`src/rtl/manchester_frame_ctrl_if.sv`:
```
// Byte-wide AXI-Stream link on either side of the frame controller.
// The slave side only carries data/valid/ready; tlast/tuser flow downstream.
interface manchester_frame_ctrl_if;
  logic [7:0] tdata;
  logic       tvalid;
  logic       tready;
  logic       tlast;
  logic       tuser;

  modport master (output tdata, output tvalid, input tready, output tlast, output tuser);
  modport slave  (input tdata, input tvalid, output tready);
endinterface

```
`src/rtl/manchester_frame_ctrl.sv`:
```
// Frame controller behind the Manchester byte decoder: sync hunt, length,
// payload forwarding with tlast, checksum trailer, timeout and decoder resync.
module manchester_frame_ctrl #(
  parameter logic [7:0] SYNC_BYTE   = 8'hD5,
  parameter int         MAX_LEN     = 64,
  parameter int         TIMEOUT_CYC = 4096
) (
  input  logic                    aclk,
  input  logic                    aresetn,
  manchester_frame_ctrl_if.slave  s_axis,
  manchester_frame_ctrl_if.master m_axis,
  output logic                    frame_ok,
  output logic                    frame_err,
  output logic [1:0]              err_code,
  output logic                    dec_resetn
);
  localparam int            TW      = $clog2(TIMEOUT_CYC + 1);
  localparam logic [TW-1:0] T_LIM   = TW'(TIMEOUT_CYC - 1);
  localparam logic [7:0]    LEN_MAX = 8'(MAX_LEN);

  typedef enum logic [2:0] {HUNT, LEN, PAYLOAD, CHK, FLUSH, RESYNC} state_t;

  state_t        state, state_nx;
  logic [7:0]    len, len_nx, sum, sum_nx, cnt, cnt_nx, hold, hold_nx;
  logic [TW-1:0] timer, timer_nx;
  logic [7:0]    out_data, out_data_nx;
  logic          out_valid, out_valid_nx, out_last, out_last_nx, out_user, out_user_nx;
  logic          pend, pend_nx, pend_user, pend_user_nx;
  logic [7:0]    pend_data, pend_data_nx;
  logic          bad, bad_nx, rs_cnt, rs_nx;
  logic          ok_nx, err_nx, dec_nx;
  logic [1:0]    code_nx;
  logic          s_ready, acc, out_free, counting, expire;
  logic          term, term_user, load, load_last, load_user;
  logic [7:0]    term_data, load_data;

  assign out_free = !out_valid || m_axis.tready;
  assign s_ready  = (state == HUNT) || (state == LEN) || (state == CHK) ||
                    ((state == PAYLOAD) && out_free);
  assign acc      = s_axis.tvalid && s_ready;
  assign counting = (state == LEN) || (state == PAYLOAD) || (state == CHK);
  // An accepted byte in the expiry cycle wins over the timeout.
  assign expire   = counting && (timer == T_LIM) && !acc;

  assign s_axis.tready = s_ready;
  assign m_axis.tdata  = out_data;
  assign m_axis.tvalid = out_valid;
  assign m_axis.tlast  = out_last;
  assign m_axis.tuser  = out_user;

  always_ff @(posedge aclk or negedge aresetn) begin
    if (!aresetn) begin
      state      <= HUNT;
      len        <= 8'h00;
      sum        <= 8'h00;
      cnt        <= 8'h00;
      hold       <= 8'h00;
      timer      <= '0;
      out_data   <= 8'h00;
      out_valid  <= 1'b0;
      out_last   <= 1'b0;
      out_user   <= 1'b0;
      pend       <= 1'b0;
      pend_data  <= 8'h00;
      pend_user  <= 1'b0;
      bad        <= 1'b0;
      rs_cnt     <= 1'b0;
      frame_ok   <= 1'b0;
      frame_err  <= 1'b0;
      err_code   <= 2'b00;
      dec_resetn <= 1'b1;
    end else begin
      state      <= state_nx;
      len        <= len_nx;
      sum        <= sum_nx;
      cnt        <= cnt_nx;
      hold       <= hold_nx;
      timer      <= timer_nx;
      out_data   <= out_data_nx;
      out_valid  <= out_valid_nx;
      out_last   <= out_last_nx;
      out_user   <= out_user_nx;
      pend       <= pend_nx;
      pend_data  <= pend_data_nx;
      pend_user  <= pend_user_nx;
      bad        <= bad_nx;
      rs_cnt     <= rs_nx;
      frame_ok   <= ok_nx;
      frame_err  <= err_nx;
      err_code   <= code_nx;
      dec_resetn <= dec_nx;
    end
  end

  always_comb begin
    state_nx     = state;
    len_nx       = len;
    sum_nx       = sum;
    cnt_nx       = cnt;
    hold_nx      = hold;
    pend_nx      = pend;
    pend_data_nx = pend_data;
    pend_user_nx = pend_user;
    bad_nx       = bad;
    rs_nx        = rs_cnt;
    ok_nx        = 1'b0;
    err_nx       = 1'b0;
    code_nx      = err_code;
    term         = 1'b0;
    term_data    = 8'h00;
    term_user    = 1'b0;
    load         = 1'b0;
    load_data    = 8'h00;
    load_last    = 1'b0;
    load_user    = 1'b0;

    case (state)
      HUNT: begin
        if (acc && (s_axis.tdata == SYNC_BYTE)) state_nx = LEN;
      end
      LEN: begin
        if (acc) begin
          if ((s_axis.tdata == 8'h00) || (s_axis.tdata > LEN_MAX)) begin
            code_nx  = 2'b01;
            err_nx   = 1'b1;
            state_nx = RESYNC;
          end else begin
            len_nx   = s_axis.tdata;
            sum_nx   = s_axis.tdata;
            cnt_nx   = 8'h00;
            state_nx = PAYLOAD;
          end
        end else if (expire) begin
          code_nx  = 2'b11;
          err_nx   = 1'b1;
          state_nx = RESYNC;
        end
      end
      PAYLOAD: begin
        if (acc) begin
          sum_nx = sum + s_axis.tdata;
          cnt_nx = cnt + 8'd1;
          // The final payload byte waits in hold until the trailer decides tuser.
          if (cnt_nx == len) begin
            hold_nx  = s_axis.tdata;
            state_nx = CHK;
          end else begin
            load      = 1'b1;
            load_data = s_axis.tdata;
          end
        end else if (expire) begin
          code_nx = 2'b11;
          err_nx  = 1'b1;
          if (cnt != 8'h00) begin
            term      = 1'b1;
            term_data = 8'h00;
            term_user = 1'b1;
            bad_nx    = 1'b1;
          end else begin
            state_nx = RESYNC;
          end
        end
      end
      CHK: begin
        if (acc) begin
          term      = 1'b1;
          term_data = hold;
          term_user = (s_axis.tdata != sum);
          bad_nx    = (s_axis.tdata != sum);
          ok_nx     = (s_axis.tdata == sum);
          err_nx    = (s_axis.tdata != sum);
          code_nx   = (s_axis.tdata == sum) ? 2'b00 : 2'b10;
        end else if (expire) begin
          term      = 1'b1;
          term_data = hold;
          term_user = 1'b1;
          bad_nx    = 1'b1;
          code_nx   = 2'b11;
          err_nx    = 1'b1;
        end
      end
      FLUSH: begin
        if (pend) begin
          if (out_free) begin
            load      = 1'b1;
            load_data = pend_data;
            load_last = 1'b1;
            load_user = pend_user;
            pend_nx   = 1'b0;
          end
        end else if (out_free) begin
          state_nx = bad ? RESYNC : HUNT;
        end
      end
      RESYNC: begin
        if (rs_cnt) begin
          rs_nx    = 1'b0;
          state_nx = HUNT;
        end else begin
          rs_nx = 1'b1;
        end
      end
      default: state_nx = HUNT;
    endcase

    // A terminating beat parks in pend while an earlier beat is still stalled.
    if (term) begin
      state_nx = FLUSH;
      if (out_free) begin
        load      = 1'b1;
        load_data = term_data;
        load_last = 1'b1;
        load_user = term_user;
      end else begin
        pend_nx      = 1'b1;
        pend_data_nx = term_data;
        pend_user_nx = term_user;
      end
    end

    out_valid_nx = out_valid;
    out_data_nx  = out_data;
    out_last_nx  = out_last;
    out_user_nx  = out_user;
    if (load) begin
      out_valid_nx = 1'b1;
      out_data_nx  = load_data;
      out_last_nx  = load_last;
      out_user_nx  = load_user;
    end else if (m_axis.tready) begin
      out_valid_nx = 1'b0;
    end

    timer_nx = (acc || expire || !counting) ? '0 : timer + TW'(1);
    dec_nx   = (state_nx != RESYNC);
  end
endmodule

```
`src/flat_wrapper.sv`:
```
// flat-port wrapper written by rule: the top's interface ports become plain ports
module manchester_frame_ctrl_flat 
#(
  parameter logic [7:0] SYNC_BYTE   = 8'hD5,
  parameter int         MAX_LEN     = 64,
  parameter int         TIMEOUT_CYC = 4096
)
  (aclk, aresetn, frame_ok, frame_err, err_code, dec_resetn, s_axis_tdata, s_axis_tvalid, s_axis_tready, m_axis_tdata, m_axis_tvalid, m_axis_tready, m_axis_tlast, m_axis_tuser);
  manchester_frame_ctrl_if s_axis_i ();
  manchester_frame_ctrl_if m_axis_i ();
  input  logic aclk;
  input  logic aresetn;
  output logic frame_ok;
  output logic frame_err;
  output logic [1:0] err_code;
  output logic dec_resetn;
  input wire logic [$bits(s_axis_i.tdata)-1:0] s_axis_tdata;
  input wire logic [$bits(s_axis_i.tvalid)-1:0] s_axis_tvalid;
  output wire logic [$bits(s_axis_i.tready)-1:0] s_axis_tready;
  output wire logic [$bits(m_axis_i.tdata)-1:0] m_axis_tdata;
  output wire logic [$bits(m_axis_i.tvalid)-1:0] m_axis_tvalid;
  input wire logic [$bits(m_axis_i.tready)-1:0] m_axis_tready;
  output wire logic [$bits(m_axis_i.tlast)-1:0] m_axis_tlast;
  output wire logic [$bits(m_axis_i.tuser)-1:0] m_axis_tuser;
  assign s_axis_i.tdata = s_axis_tdata;
  assign s_axis_i.tvalid = s_axis_tvalid;
  assign s_axis_tready = s_axis_i.tready;
  assign m_axis_tdata = m_axis_i.tdata;
  assign m_axis_tvalid = m_axis_i.tvalid;
  assign m_axis_i.tready = m_axis_tready;
  assign m_axis_tlast = m_axis_i.tlast;
  assign m_axis_tuser = m_axis_i.tuser;
  manchester_frame_ctrl #(.SYNC_BYTE(SYNC_BYTE), .MAX_LEN(MAX_LEN), .TIMEOUT_CYC(TIMEOUT_CYC)) u_core (.aclk(aclk), .aresetn(aresetn), .s_axis(s_axis_i), .m_axis(m_axis_i), .frame_ok(frame_ok), .frame_err(frame_err), .err_code(err_code), .dec_resetn(dec_resetn));
endmodule
```
`config.mk`:
```
export PLATFORM = sky130hd
export DESIGN_NAME = manchester_frame_ctrl_flat
export DESIGN_NICKNAME = d
export VERILOG_FILES = /design/src/rtl/manchester_frame_ctrl_if.sv /design/src/rtl/manchester_frame_ctrl.sv /design/src/flat_wrapper.sv
export SDC_FILE = /design/constraint.sdc
export NUM_CORES = 1
export LEC_CHECK = 0
export CORE_MARGIN = 4
export CORE_UTILIZATION = 46
export CTS_BUF_LIST = sky130_fd_sc_hd__clkbuf_16
export DETAILED_ROUTE_END_ITERATION = 16
export GPL_TIMING_DRIVEN = 0
export PLACE_DENSITY = 0.75
export SYNTH_ARGS = -nofsm -noshare
export SYNTH_HDL_FRONTEND = slang
export SYNTH_SLANG_ARGS = --single-unit
```
`constraint.sdc`:
```
create_clock -name aclk -period 2.6 [get_ports aclk]
set_clock_uncertainty 0.15 [all_clocks]
set_input_delay 0.26 -clock aclk [delete_from_list [all_inputs] [get_ports aclk]]
set_output_delay 0.26 -clock aclk [all_outputs]
set_load 0.05 [all_outputs]
```
# After elaboration in Yosys (flattened, before gate mapping)
# Index checks and enable logic that the tools add are counted.
# Widths: inputs -> output; s select.
[word_totals] register_bits=76 in_bits=12 out_inout_bits=17 elab_cells=157
[classes] addsub=3 order_cmp=1 eq_ne=19 muxes=83 bitwise_logic=2 reduce_logical=30
[ops] cell="$mux 8" n=15
[ops] cell="$pmux 8 s2" n=3
[ops] cell="$mux 3" n=13
[ops] cell="$mux 1" n=38
[ops] cell="$pmux 3 s6" n=1
[ops] cell="$eq 8x8->1" n=2
[ops] cell="$add 13x1->13 const B" n=1
[ops] cell="$eq 13x12->1 const B" n=1
[ops] cell="$mux 13" n=1
[ops] cell="$mux 2" n=6
[ops] cell="$logic_or 1x1->1" n=9
[ops] cell="$reduce_and 3->1" n=3
[ops] cell="$add 8x1->8 const B" n=1
[ops] cell="$add 8x8->8" n=1
[ops] cell="$eq 8x8->1 const B" n=1
[ops] cell="$gt 8x7->1 const B" n=1
[ops] cell="$logic_not 8->1" n=1
[ops] cell="$ne 8x8->1" n=1
[ops] cell="$pmux 1 s2" n=4
[ops] cell="$reduce_bool 8->1" n=1
[ops] cell="$eq 3x2->1 const B" n=2
[ops] cell="$eq 3x3->1 const B" n=2
[ops] cell="$ne 2x1->1 const B" n=3
[ops] cell="$ne 2x2->1 const B" n=3
[ops] cell="other kinds (14)" n=24

# Longest topological paths before layout
[logic_depth] depth_word=12 mapped_depth=9 mapped_depth_nobuf=9

# Worst setup path after synthesis
# Ideal clock, no wire load.
[synth_timing] path_type="flip-flop to flip-flop" start="reg u_core.cnt[0]" end="reg u_core.hold[0]" setup_ps=125 arrival_time_ps=2256 required_ps=2325 setup_slack_ps=69 path_stages_with_launch=8 path_cell_list="dfrtp_1 -> ha_1 -> nand3_1 -> o21ai_0 -> nor2_1 -> a2111o_1 -> nor3_4 -> mux2_2"
[synth_via] elab_chain_len=3
[synth_lines] item="from (decl)" line_no="manchester_frame_ctrl.sv:24" source="logic [7:0] len, len_nx, sum, sum_nx, cnt, cnt_nx, hold, hold_nx;"
[synth_lines] item="from (signal assigned)" line_no="manchester_frame_ctrl.sv:76" source="cnt <= cnt_nx;"
[synth_lines] item="$add 8x1->8" line_no="manchester_frame_ctrl.sv:142" source="cnt_nx = cnt + 8'd1;"
[synth_lines] item="$eq 8x8->1" line_no="manchester_frame_ctrl.sv:144" source="if (cnt_nx == len) begin"
[synth_lines] item="$reduce_and 3->1 (no line)"
[synth_lines] item="to (signal assigned)" line_no="manchester_frame_ctrl.sv:77" source="hold <= hold_nx;"
[synth_lines] item="to (decl)" line_no="manchester_frame_ctrl.sv:24"
# Every way passes these cells.
# A chain may end at the register's enable or synchronous reset.

# Final worst setup path
# Same ends and word-level chain as after synthesis.

==> qor.yml <==
drt:
  totalWireLength_um: 11300
  drc: 0
  drt_iter0_markers: 353
  via_count: 3623
  drtPass1Iterations: 5
  wire_per_inst_um: 19.4
  drtAntennaViolNets: 0
  vias_per_cell: 6.24
layout:
  multiInputGateArea_um2: 2370
  diodes: 0
  final_area_um2: 5150
  layout_common_cells: "dfrtp_1, nand2_1, nor2_1"
  final_layout_size_suffix_gt1_share_pct: 20.5
  mostFrequentLayoutCell: "dfrtp_1"
  post-route-util_pct: 58.8
  nets: 491
  seqCellArea_um2: 1910
  nFillCells: 736
  layout.cells.non_filler: 581
  areaGrowthSynthToFinish_pct: 24.2
power:
  peakVddDrop_mv: 0.508
  comb_power_share_pct: 46.1
  p_switching_uw: 2330
  internal_power_uw: 3180
  clkPwrFrac_pct: 21.0
  swShare_pct: 42.3
  finalPower_uw: 5510
  p_seq_share_pct: 33.0
  power_density_nw_per_um2: 1070
  cellLeakagePower_uw: 0.00216
worst_hold_path:
  min-delay-start: "s_axis_tdata[3]"
  worstHoldPathType: "input pin to register"
synth:
  synth_edf_count: 0
  synth_warnings: 0
  yosysTopAreaCell: "dfrtp_1"
  netlist.area_leader.share_pct: 45.2
  ys.flop_type: "dfrtp_1"
  synthCells: 423
  synth_area_leaders: "dfrtp_1, nand2_1, mux2_2"
  syn-cell-area_um2: 4150
  synth_cell_types: 69
  synth-async-reset-ratio_pct: 100
  syn_nets: 446
  syn_area_per_cell_um2: 9.81
  ys_seq_elements: 76
  ys_seq_area_share_pct: 45.9
grt:
  grt_antenna_before_repair: 0
  grt_first_pass_wirelength_um: 18200
  grt_max_degree: 43
  first_global_vias: 3616
  grt_usage_pct: 22.1
  grt_overflow_total: 0
timing:
  fin_ws_ns: 0.0615
  fin_crit_ns: 2.54
  relSlewSlack_pct: 60.9
  fmax_mhz: 394
  rsz0062_at_grt: "yes"
  hold_viol: 0
  setup_viol: 0
  report.final.slew_viol_count: 0
  worstMarginPinSlew_ns: 0.583
  fin_crit_sh_pct: 97.6
placed_design:
  place_inst: 560
  gp_congestion: 0.882
  dp_slack_ns: -0.752
  placed_area_um2: 4580
  portBuffers: 28
  dp_hpwl_um: 7350
critical_path:
  crit_required_ns: 2.68
  crit_fanout: 7
  r2r-start: "u_core.cnt[0]"
  crit_path_end_kind: "register"
  startpoint_type: "register"
  worst-setup-path-type: "register to register"
  startpoint: "u_core.cnt[0]"
  arrival_ns: 2.62
run_status:
  status: "complete, no violations"
clock_network:
  cts_tree: "done"
  cts_root_buf: "clkbuf_16"
  htreeDepth: 3
  cts_buffers: 9
  clock_path_buffers: 2
  clk_pin_slew_worst_paths_ns: 0.06
  clock_sinks: 76
  clkLatencyLatePin_ns: 0.34
floorplanning:
  die_y_um: 103
  start_util_pct: 47.4
  die_area_um2: 10600
  core-area_um2: 8760
  ioPinCount: 29
  fp.dieW_um: 103
  rows: 34
job:
  drv_cap: 0
-- power groups by stage --
stage	logic, uW	clock network [uW]	registers, uW
finish	2540	1150	1820
global route	2740	1220	1860
CTS	2360	1160	1780
detailed placement	2180	0	1790
global placement	2130	0	1770
floorplan	1310	0	2030
-- sequential cells by signal, summed over array words and instances (netlist names), 2 cells and up --
| register | count |
|---|---|
| u_core.m_axis.tdata | 8 |
| u_core.state | 3 |
| u_core.timer | 13 |
| u_core.len | 8 |
| u_core.pend_data | 8 |
| u_core.hold | 8 |
| u_core.sum | 8 |
| u_core.err_code | 2 |
| u_core.cnt | 8 |
-- cell families after synthesis --
group / synth area share, %
xor gates and xnor gates: 5.06
AOI/OAI and AO/OA: 19.1
adders and majority gates: 3.50
muxes: 4.52
and+or+nand+nor: 18.9
DFF: 45.9
buffers and inverters: 3.07
-- repair_timing --
action	in CTS	in global routing
endpoints found under the setup margin	33	52
gates cloned	1	0
pin swaps	5	3
buffers inserted	5	2
endpoints found under the hold margin	34	0
gates resized for setup	30	30
hold buffers	1	0
-- critical path: stages (launching register included) --
cell,delay [ns]
dfrtp_2,0.43
ha_4,0.20
nand3_2,0.13
o21ai_1,0.26
o31ai_4,0.12
a2111o_1,0.44
nor3_4,0.30
mux2_2,0.37
-- layout make-up --
cell class              count  share of cell area [%]
plain buffers              12                    1.46
clock buffers               9                    4.37
clock inverters             7                   0.850
inverters                  12                   0.874
multi-input cells         320                    45.9
flip-flops and latches     76                    37.0
well taps                 108                    2.62
repair buffers             37                    6.89
-- worst paths after layout --
path / endpoint / slack, ns / cells past startpoint
max in group asynchronous: u_core.dec_resetn / 1.41 / 3
worst min register to register: u_core.timer[0] / 0.31 / 1
worst min-delay path: u_core.sum[3] / 0.21 / 3
worst max register to register: u_core.hold[0] / 0.06 / 7
min in group asynchronous: u_core.timer[3] / 0.26 / 2
worst max-delay path: u_core.hold[0] / 0.06 / 7
-- through the flow --
stage	hold slack [ns]	TNS [ns]
after floorplan	-0.186	0
after global placement	0.288	-130.24
after detailed placement	0.102	-16.27
after CTS	0.289	0
after global routing	0.244	-0.0579
final	0.211	0
-- synthesized netlist by cell type, types with 3 or more instances --
| master | instances |
|---|---|
| a211o_1 | 4 |
| a211oi_1 | 11 |
| a21oi_1 | 23 |
| a222oi_1 | 8 |
| a31oi_1 | 5 |
| and2_1 | 4 |
| and3_1 | 5 |
| and4_1 | 3 |
| buf_2 | 3 |
| clkbuf_1 | 9 |
| dfrtp_1 | 75 |
| ha_1 | 10 |
| inv_1 | 12 |
| mux2_2 | 14 |
| mux2i_1 | 3 |
| nand2_1 | 48 |
| nand2b_1 | 3 |
| nand3_1 | 10 |
| nand4_1 | 6 |
| nor2_1 | 33 |
| nor2b_1 | 5 |
| nor3_1 | 11 |
| nor4_1 | 3 |
| o21a_1 | 4 |
| o21ai_0 | 29 |
| or2_2 | 3 |
| xnor2_1 | 7 |
| xor2_1 | 17 |
-- per-layer routing --
layer	track usage (%)	share of wire (%)	vias to the layer above
met3	4.40	7.2	22
met1	29.8	43	1783
li1	-	-	1651
met4	7.57	1.6	0
met2	35.5	48	167
met5	0	0	-
Power figures use the tool's default switching activity.
